**src/rtl/bird_controller.sv**
```systemverilog
// Frame-rate Flappy Bird controller: bird physics, IDLE/PLAY/DEAD state machine and survival score.
// Optional feature macro BIRD_COLLISION_EN adds the pipe-gap collision check; without it only the floor kills.
module bird_controller #(
    parameter int START_Y      = 240,
    parameter int GRAVITY      = 1,
    parameter int FLAP_VEL     = 6,
    parameter int MAX_FALL     = 8,
    parameter int Y_MIN        = 6,
    parameter int Y_MAX        = 474,
`ifdef BIRD_COLLISION_EN
    parameter int GAP_TOP      = 151,
    parameter int GAP_BOT      = 329,
`endif
    parameter int DEAD_FRAMES  = 60,
    parameter int SCORE_FRAMES = 64
) (
    input  logic       clock,
    input  logic       reset,
    input  logic       flap,
    input  logic       frame_tick,
    output logic [9:0] bird_y,
    output logic [1:0] state,
    output logic [7:0] score,
    output logic       game_over
);

    typedef enum logic [1:0] {IDLE = 2'b00, PLAY = 2'b01, DEAD = 2'b10} state_t;

    localparam logic [9:0]         START_Y_V  = 10'(START_Y);
    localparam logic signed [7:0]  VEL_FLAP   = 8'(-FLAP_VEL);
    localparam logic signed [7:0]  VEL_GRAV   = 8'(GRAVITY);
    localparam logic signed [7:0]  VEL_MAX    = 8'(MAX_FALL);
    localparam logic signed [10:0] Y_MIN_S    = 11'(Y_MIN);
    localparam logic signed [10:0] Y_MAX_S    = 11'(Y_MAX);
    localparam logic [5:0]         DEAD_LAST  = 6'(DEAD_FRAMES);
    localparam logic [5:0]         SCORE_LAST = 6'(SCORE_FRAMES - 1);

    state_t             state_q, state_d;
    logic [9:0]         y_q, y_d;
    logic signed [7:0]  vel_q, vel_d;
    logic [7:0]         score_q, score_d;
    logic [5:0]         fcnt_q, fcnt_d;
    logic [5:0]         dcnt_q, dcnt_d;
    logic               flap_q, pend_q, pend_d, go_q, go_d;

    logic               flap_edge, flap_take, hit;
    logic signed [7:0]  vel_inc, vel_n;
    logic signed [10:0] y_n, y_c;

    // An edge coincident with a tick is consumed by that tick and not carried forward.
    assign flap_edge = flap & ~flap_q;
    assign flap_take = pend_q | flap_edge;
    assign pend_d    = frame_tick ? 1'b0 : (pend_q | flap_edge);

    always_comb begin
        vel_inc = vel_q + VEL_GRAV;
        vel_n   = flap_take ? VEL_FLAP : ((vel_inc > VEL_MAX) ? VEL_MAX : vel_inc);
        y_n     = $signed({1'b0, y_q}) + $signed({{3{vel_n[7]}}, vel_n});
        if (y_n < Y_MIN_S)       y_c = Y_MIN_S;
        else if (y_n >= Y_MAX_S) y_c = Y_MAX_S;
        else                     y_c = y_n;
    end

`ifdef BIRD_COLLISION_EN
    localparam logic signed [10:0] GAP_TOP_S = 11'(GAP_TOP);
    localparam logic signed [10:0] GAP_BOT_S = 11'(GAP_BOT);
    // Bird occupies rows y-6..y+5; any part outside the open gap is a hit.
    assign hit = (y_c - 11'sd6 < GAP_TOP_S) || (y_c + 11'sd5 > GAP_BOT_S);
`else
    assign hit = 1'b0;
`endif

    always_comb begin
        state_d = state_q;
        y_d     = y_q;
        vel_d   = vel_q;
        score_d = score_q;
        fcnt_d  = fcnt_q;
        dcnt_d  = dcnt_q;
        go_d    = 1'b0;
        if (frame_tick) begin
            case (state_q)
                IDLE: if (flap_take) begin
                    state_d = PLAY;
                    vel_d   = VEL_FLAP;
                    y_d     = START_Y_V - 10'(FLAP_VEL);
                    fcnt_d  = '0;
                    score_d = '0;
                end
                PLAY: begin
                    if (fcnt_q == SCORE_LAST) begin
                        fcnt_d = '0;
                        if (score_q != 8'hFF) score_d = score_q + 8'd1;
                    end else begin
                        fcnt_d = fcnt_q + 6'd1;
                    end
                    y_d   = y_c[9:0];
                    vel_d = (y_n < Y_MIN_S) ? 8'sd0 : vel_n;
                    if ((y_n >= Y_MAX_S) || hit) begin
                        state_d = DEAD;
                        go_d    = 1'b1;
                        dcnt_d  = '0;
                    end
                end
                DEAD: begin
                    if (flap_take && (dcnt_q == DEAD_LAST)) begin
                        state_d = IDLE;
                        y_d     = START_Y_V;
                        vel_d   = 8'sd0;
                        score_d = '0;
                        fcnt_d  = '0;
                        dcnt_d  = '0;
                    end else if (dcnt_q != DEAD_LAST) begin
                        dcnt_d = dcnt_q + 6'd1;
                    end
                end
                default: state_d = IDLE;
            endcase
        end
    end

    always_ff @(posedge clock) begin
        if (reset) begin
            state_q <= IDLE;
            y_q     <= START_Y_V;
            vel_q   <= 8'sd0;
            score_q <= '0;
            fcnt_q  <= '0;
            dcnt_q  <= '0;
            flap_q  <= 1'b0;
            pend_q  <= 1'b0;
            go_q    <= 1'b0;
        end else begin
            state_q <= state_d;
            y_q     <= y_d;
            vel_q   <= vel_d;
            score_q <= score_d;
            fcnt_q  <= fcnt_d;
            dcnt_q  <= dcnt_d;
            flap_q  <= flap;
            pend_q  <= pend_d;
            go_q    <= go_d;
        end
    end

    assign bird_y    = y_q;
    assign state     = state_q;
    assign score     = score_q;
    assign game_over = go_q;

endmodule

```
**config.mk**
```make
export PLATFORM = sky130hd
export DESIGN_NAME = bird_controller
export DESIGN_NICKNAME = d
export VERILOG_FILES = /design/src/rtl/bird_controller.sv
export SDC_FILE = /design/constraint.sdc
export NUM_CORES = 1
export LEC_CHECK = 0
export BUFFER_PORTS_ARGS = -buffer_cell sky130_fd_sc_hd__buf_2
export CAP_MARGIN = 20
export CORE_UTILIZATION = 32
export CTS_CLUSTER_SIZE = 20
export DETAILED_ROUTE_END_ITERATION = 6
export GPL_ROUTABILITY_DRIVEN = 1
export GPL_TIMING_DRIVEN = 0
export HOLD_SLACK_MARGIN = 0.03
export PLACE_DENSITY_LB_ADDON = 0.25
export SYNTH_ARGS = -nofsm -noshare
export SYNTH_HDL_FRONTEND = slang
export SYNTH_SLANG_ARGS = --single-unit
```
**constraint.sdc**
```tcl
create_clock -name clock -period 11.65 [get_ports clock]
set_clock_uncertainty 0.05 [all_clocks]
set_input_delay 2.33 -clock clock [delete_from_list [all_inputs] [get_ports clock]]
set_output_delay 2.33 -clock clock [all_outputs]
set_load 0.02 [all_outputs]
```
# --- Word-level counts from Yosys, hierarchy flattened ---
# Cells that the tools add are included.
op_classes:
  add_sub_neg: 5
  n_mul: 0
  n_div: 0
  order_cmp: 3
  eq_ne: 12
  shifts: 0
  mux: 28
  n_bitwise: 5
  n_reduce_logical: 10
ops:
  columns: ["cell", "count"]
  rows:
  - ["$mux 8", 8]
  - ["$pmux 8 s3", 2]
  - ["$mux 10", 4]
  - ["$mux 6", 6]
  - ["$pmux 10 s3", 1]
  - ["$pmux 6 s3", 1]
  - ["$add 6x1->6 const B", 2]
  - ["$eq 6x6->1 const B", 2]
  - ["$pmux 6 s2", 1]
  - ["$reduce_and 4->1", 3]
  - ["$add 11x8->11", 1]
  - ["$ge 11x10->1 const B", 1]
  - ["$lt 11x4->1 const B", 1]
  - ["$ne 2x2->1 const B", 5]
  - ["$add 8x1->8 const B", 1]
  - ["$add 8x2->8 const B", 1]
  - ["$gt 8x5->1 const B", 1]
  - ["$ne 8x8->1 const B", 1]
  - ["$mux 2", 3]
  - ["$ne 6x6->1 const B", 1]
  - ["$pmux 2 s3", 1]
  - ["$reduce_and 6->1", 1]
  - ["$ne 3x3->1 const B", 1]
  - ["$not 1->1", 3]
  - ["other kinds (11)", 11]
word_totals:
  ff_bits: 43
  latch_bits: 0
  ramBits: 0
  mem_bits_ro: 0
  word_cells: 72
  n_memories: 0

# --- Logic depth before layout (Yosys ltp) ---
depth:
  word_depth: 9
  depth_mapped: 20

# --- Worst setup path after synthesis ---
# Ideal clock, no wire load.
synth_path:
  path_type: "input port to flip-flop"
  from: "input flap"
  to: "register dcnt_q[3]"
  setup_ns: 0.124
  arrival_ns: 5.236
  slack_ns: 6.240
  path_stages: 15
  cell_sequence: "nor2b_1 -> nor2_1 -> nand2_1 -> nor2_1 -> ha_1 -> inv_1 -> fa_1 -> nand3b_1 -> a21oi_1 -> or3_2 -> nand4_1 -> o31a_2 -> o31a_2 -> o21ai_0 -> o31ai_1"
synth_between:
  elab_chain_len: 7
  word_cells_on_any_way: 11
  cone_classes: "1 x add/sub; 1 x order compare; 2 x eq/ne; 3 x mux; 2 x bitwise; 2 x reduce/logical"
synth_lines:
  columns: ["item", "line_no", "text"]
  rows:
  - ["start: declaration", "19", "input logic flap,"]
  - ["$and 1x1->1 *", "51", "assign flap_edge = flap & ~flap_q;"]
  - ["$or 1x1->1 *", "52", "assign flap_take = pend_q | flap_edge;"]
  - ["$mux 8", "57", "vel_n = flap_take ? VEL_FLAP : ((vel_inc > VEL_MAX) ? VEL_MAX : vel_inc);"]
  - ["$add 11x8->11", "58", "y_n = $signed({1'b0, y_q}) + $signed({{3{vel_n[7]}}, vel_n});"]
  - ["$ge 11x10->1", "99", "if ((y_n >= Y_MAX_S) || hit) begin"]
  - ["$ne 2x2->1 (no source line)", null, null]
  - ["$reduce_and 4->1 (no source line)", null, null]
  - ["end signal: assignment", "139", "dcnt_q <= dcnt_d;"]
  - ["end: declaration", "43", "logic [5:0] dcnt_q, dcnt_d;"]
# Every way passes the cells marked *; elsewhere a longest branch is shown, timed or not.
# A chain may end at the register's enable or synchronous reset.

# --- Worst setup path in the final report ---
layout_path:
  from: "input flap"
  to: "register dcnt_q[1]"
# The elaborated chain is that of the path after synthesis.

==> impl_summary.log <==
[metrics] ranking of synthesized cells by instance count: dfxtp_1, nor2_1, nand2_1
[metrics] portion of synthesized cell area occupied by the leading cell type: 0.2939
[metrics] # rows: 34
[metrics] buffers and inverters on the worst path: 2
[metrics] CTS buffer count: 5
[metrics] most repeated cell in the gate-level netlist after synthesis: dfxtp_1
[metrics] number of design rule violations left after detail routing: 4
[metrics] post-route ant nets: 0
[metrics] Max transition margin: 0.5241
[metrics] area growth from synthesis to layout: 12.39%
[metrics] Setup Crit Path Kind: in2reg
[metrics] number of pins with negative max-slew slack in the final report: 0
[metrics] overall overflow remaining after global route: 0
[metrics] failing checks: design-rule violations
[metrics] vias in the first global route: 2,538
[metrics] die extent in x: 97.67 um
[metrics] starting density of the core: 0.3326
[metrics] number of nets in the layout: 419
[metrics] fraction of final layout cells sized beyond drive strength 1: 0.1501
[metrics] Pre-antenna DRT Iters: 6
[metrics] reg2reg start: vel_q[0]
[metrics] number of warnings issued by yosys: 0
[metrics] family with the most delay on the worst path: simple AND/OR/NAND/NOR gates
[metrics] area of the die: 9539 sq um
[metrics] clock root buffer: clkbuf_8
[metrics] maximum number of pins on one net before global-route repair: 15
[metrics] average cell area after synthesis: 8.091 sq um
[metrics] status: finished with violations
[metrics] accumulated negative setup slack: 0 ns
[metrics] initial antenna violation count: 0
[metrics] number of antenna diodes: 0
[metrics] hold_sp: dcnt_q[5]
[metrics] final hold vios: 0
[metrics] core box area: 8806 sq um
[metrics] cell types occupying the most area after synthesis: dfxtp_1, ha_1, nor2_1
[metrics] number of failing setup endpoints in the final timing report: 0
[metrics] fraction of the cycle the final worst path needs: 0.5018
[metrics] number of buffers on the longest clock path: 2
[metrics] clock-pin slew reported for the worst setup and hold paths after clock tree synthesis: 0.08 ns
[metrics] Die Ht: 97.67 um
[metrics] setup repair after global routing missed its margin: no
[metrics] CTS sink count: 43
[metrics] Period minus WS final: 5.846 ns
[metrics] static power due to leakage: 1.322 nW
[metrics] post_cts resized: 0
[metrics] largest voltage drop on the vdd net: 0.05620 mV
[metrics] largest fanout on the critical path: 7
[metrics] slowest stage cell on the critical path: nor2_1
[metrics] type of the most critical hold path: reg2reg
[metrics] GRT Resource Usage Total: 0.1587
[metrics] Final Worst Setup Slack: 5.804 ns
[metrics] # Post-CTS Setup Buffers: 0
[metrics] power per unit of standard cell area: 149.6 nW/um^2
[metrics] number of enable-type register cells in the synthesized netlist: 0
[metrics] buffers added on ports: 23
[metrics] flip-flop cell with the highest count after synthesis: dfxtp_1
[metrics] clock latency on the worst-skew pair: 0.30 ns
[metrics] arrival time at the worst endpoint: 5.99 ns
[metrics] wire length of the first global-routing pass: 12.28 mm
[metrics] proportion of synthesized chip area in sequential cells: 0.2939
[metrics] synthesis-stage register bit count: 43
[metrics] CP endpoint kind: register
[metrics] kind of start point of the critical path: primary input
[metrics] number of cells produced by synthesis: 362
[metrics] Post-Synthesis Cell Area: 2929 sq um
[metrics] drt initial violations: 128
[metrics] GRT met1 Usage: 0.2170
[metrics] DR WL/cell: 14.61 um
[metrics] max_cap viols: 0
[metrics] worst stage delay on the critical path: 0.40 ns
[metrics] overall routed net length: 7.318 mm
[metrics] Top cell by count, worst path: nor2_1
[metrics] most crowded layer after global routing: met2
[metrics] async set-or-reset flop fraction in the synthesized netlist: 0
[metrics] via density per instance: 5.353
[metrics] Crit path required time: 11.79 ns
[metrics] gpl congestion: 0.7803
[metrics] post-cts hold buffer count: 0
[metrics] clock tree from TritonCTS: done
[metrics] net count after synthesis: 389
[metrics] Global Route met3 Usage: 0.02878
[metrics] critical-path cell list: buf_2, nor2b_1, nor2_1, nand2_1, nor2_1, ha_1, inv_1, fa_1, nand3b_1, a21oi_1, or3_2, nand4_1, o31a_2, o21ai_2, o2111ai_1, a32o_1
[metrics] launch point of the critical path: flap
[metrics] number of H-tree levels: 2
[metrics] distinct cell type count of the synthesized netlist: 69
[metrics] worst-margin pin slew: 0.7091 ns
[metrics] HPWL Detailed: 5.659 mm
[metrics] dominant cell type by area after synthesis: dfxtp_1
[metrics] post-layout utilization of the core: 0.3738
[metrics] setup slack after placement: 5.548 ns
[metrics] f_max: 171.1 MHz
[metrics] detailed-route via count: 2,682
[metrics] Global Route met2 Usage: 0.2564
[metrics] I/O Pins: 25
-- stage by stage --
step                      hold WS [ns]  cells  cell area [sq um]  total power, W
after floorplan                 0.3754    362               2929       0.0003248
after global placement          0.4013    493               3179       0.0003714
after detailed placement        0.4014    493               3179       0.0003731
after CTS                       0.4205    501               3292       0.0004937
after global routing            0.4448    501               3292       0.0005277
final                           0.4228    501               3292       0.0004924
-- state kept, by name, indices dropped and copies added (netlist names), 2 cells and up --
register,cells
vel_q,8
score,8
fcnt_q,6
state,2
bird_y,10
dcnt_q,6
-- metal layers --
layer,wire length [um],up-vias,part of all wire
li1,-,1366,-
met1,3633,1269,0.50
met2,3381,43,0.46
met3,234,4,0.032
met4,69,0,0.0094
met5,0,-,0
-- placed cells by master (no fill, tap or decap), drive strengths merged, types with 2 or more instances in the layout --
cell type / instances
o211ai: 3
a21o: 6
and2: 3
a311oi: 2
o311ai: 2
o31a: 2
o21a: 3
inv: 21
a31oi: 3
nor3b: 2
nor3: 13
a21oi: 29
xnor2: 12
nand3: 14
buf: 33
nor2: 39
o2111ai: 2
a22o: 2
or3: 2
nor2b: 2
nand2b: 5
dfxtp: 43
nand2: 32
ha: 22
and2b: 2
or2b: 2
and3: 4
a211oi: 6
nor4: 3
clkinv: 2
a32o: 4
nand4b: 2
nand4: 11
o31ai: 4
o21ai: 18
xor2: 11
a211o: 2
clkbuf: 8
a41oi: 2
-- power by group --
part | internal (W) | leakage, nW | switching [W]
registers | 0.000157 | 0.349 | 0.0000100
logic | 0.0000751 | 0.914 | 0.000130
clock network | 0.0000640 | 0.0581 | 0.0000564
total | 0.000296 | 1.32 | 0.000196
-- kinds of logic after synthesis --
kind of cell               Yosys count  share of synthesized area
adders and majority gates           23                     0.1008
xor gates and xnor gates            23                    0.07390
AOI/OAI and AO/OA                   97                     0.2315
DFF                                 43                     0.2939
buffers and inverters               35                    0.05639
muxes                                1                   0.003417
and+or+nand+nor                    140                     0.2401
-- final cells by class --
class / count / area [sq um]
buffer: 14 / 86.33
clock buffer: 5 / 68.82
clock inverter: 3 / 43.79
fill: 933 / 5514
inverter: 21 / 78.83
multi-input combinational: 284 / 1903
sequential: 43 / 860.8
tap: 108 / 135.1
timing repair buffer: 23 / 115.1
-- path summary, 6_finish.rpt --
| path | end | slack (ns) | depth (start not counted) |
|---|---|---|---|
| setup / recovery | dcnt_q[1] | 5.80 | 16 |
| hold / removal | dcnt_q[5] | 0.42 | 1 |
| setup reg to reg | dcnt_q[1] | 6.97 | 19 |
| hold reg to reg | dcnt_q[5] | 0.42 | 1 |
(Power assumes the default switching activity.)
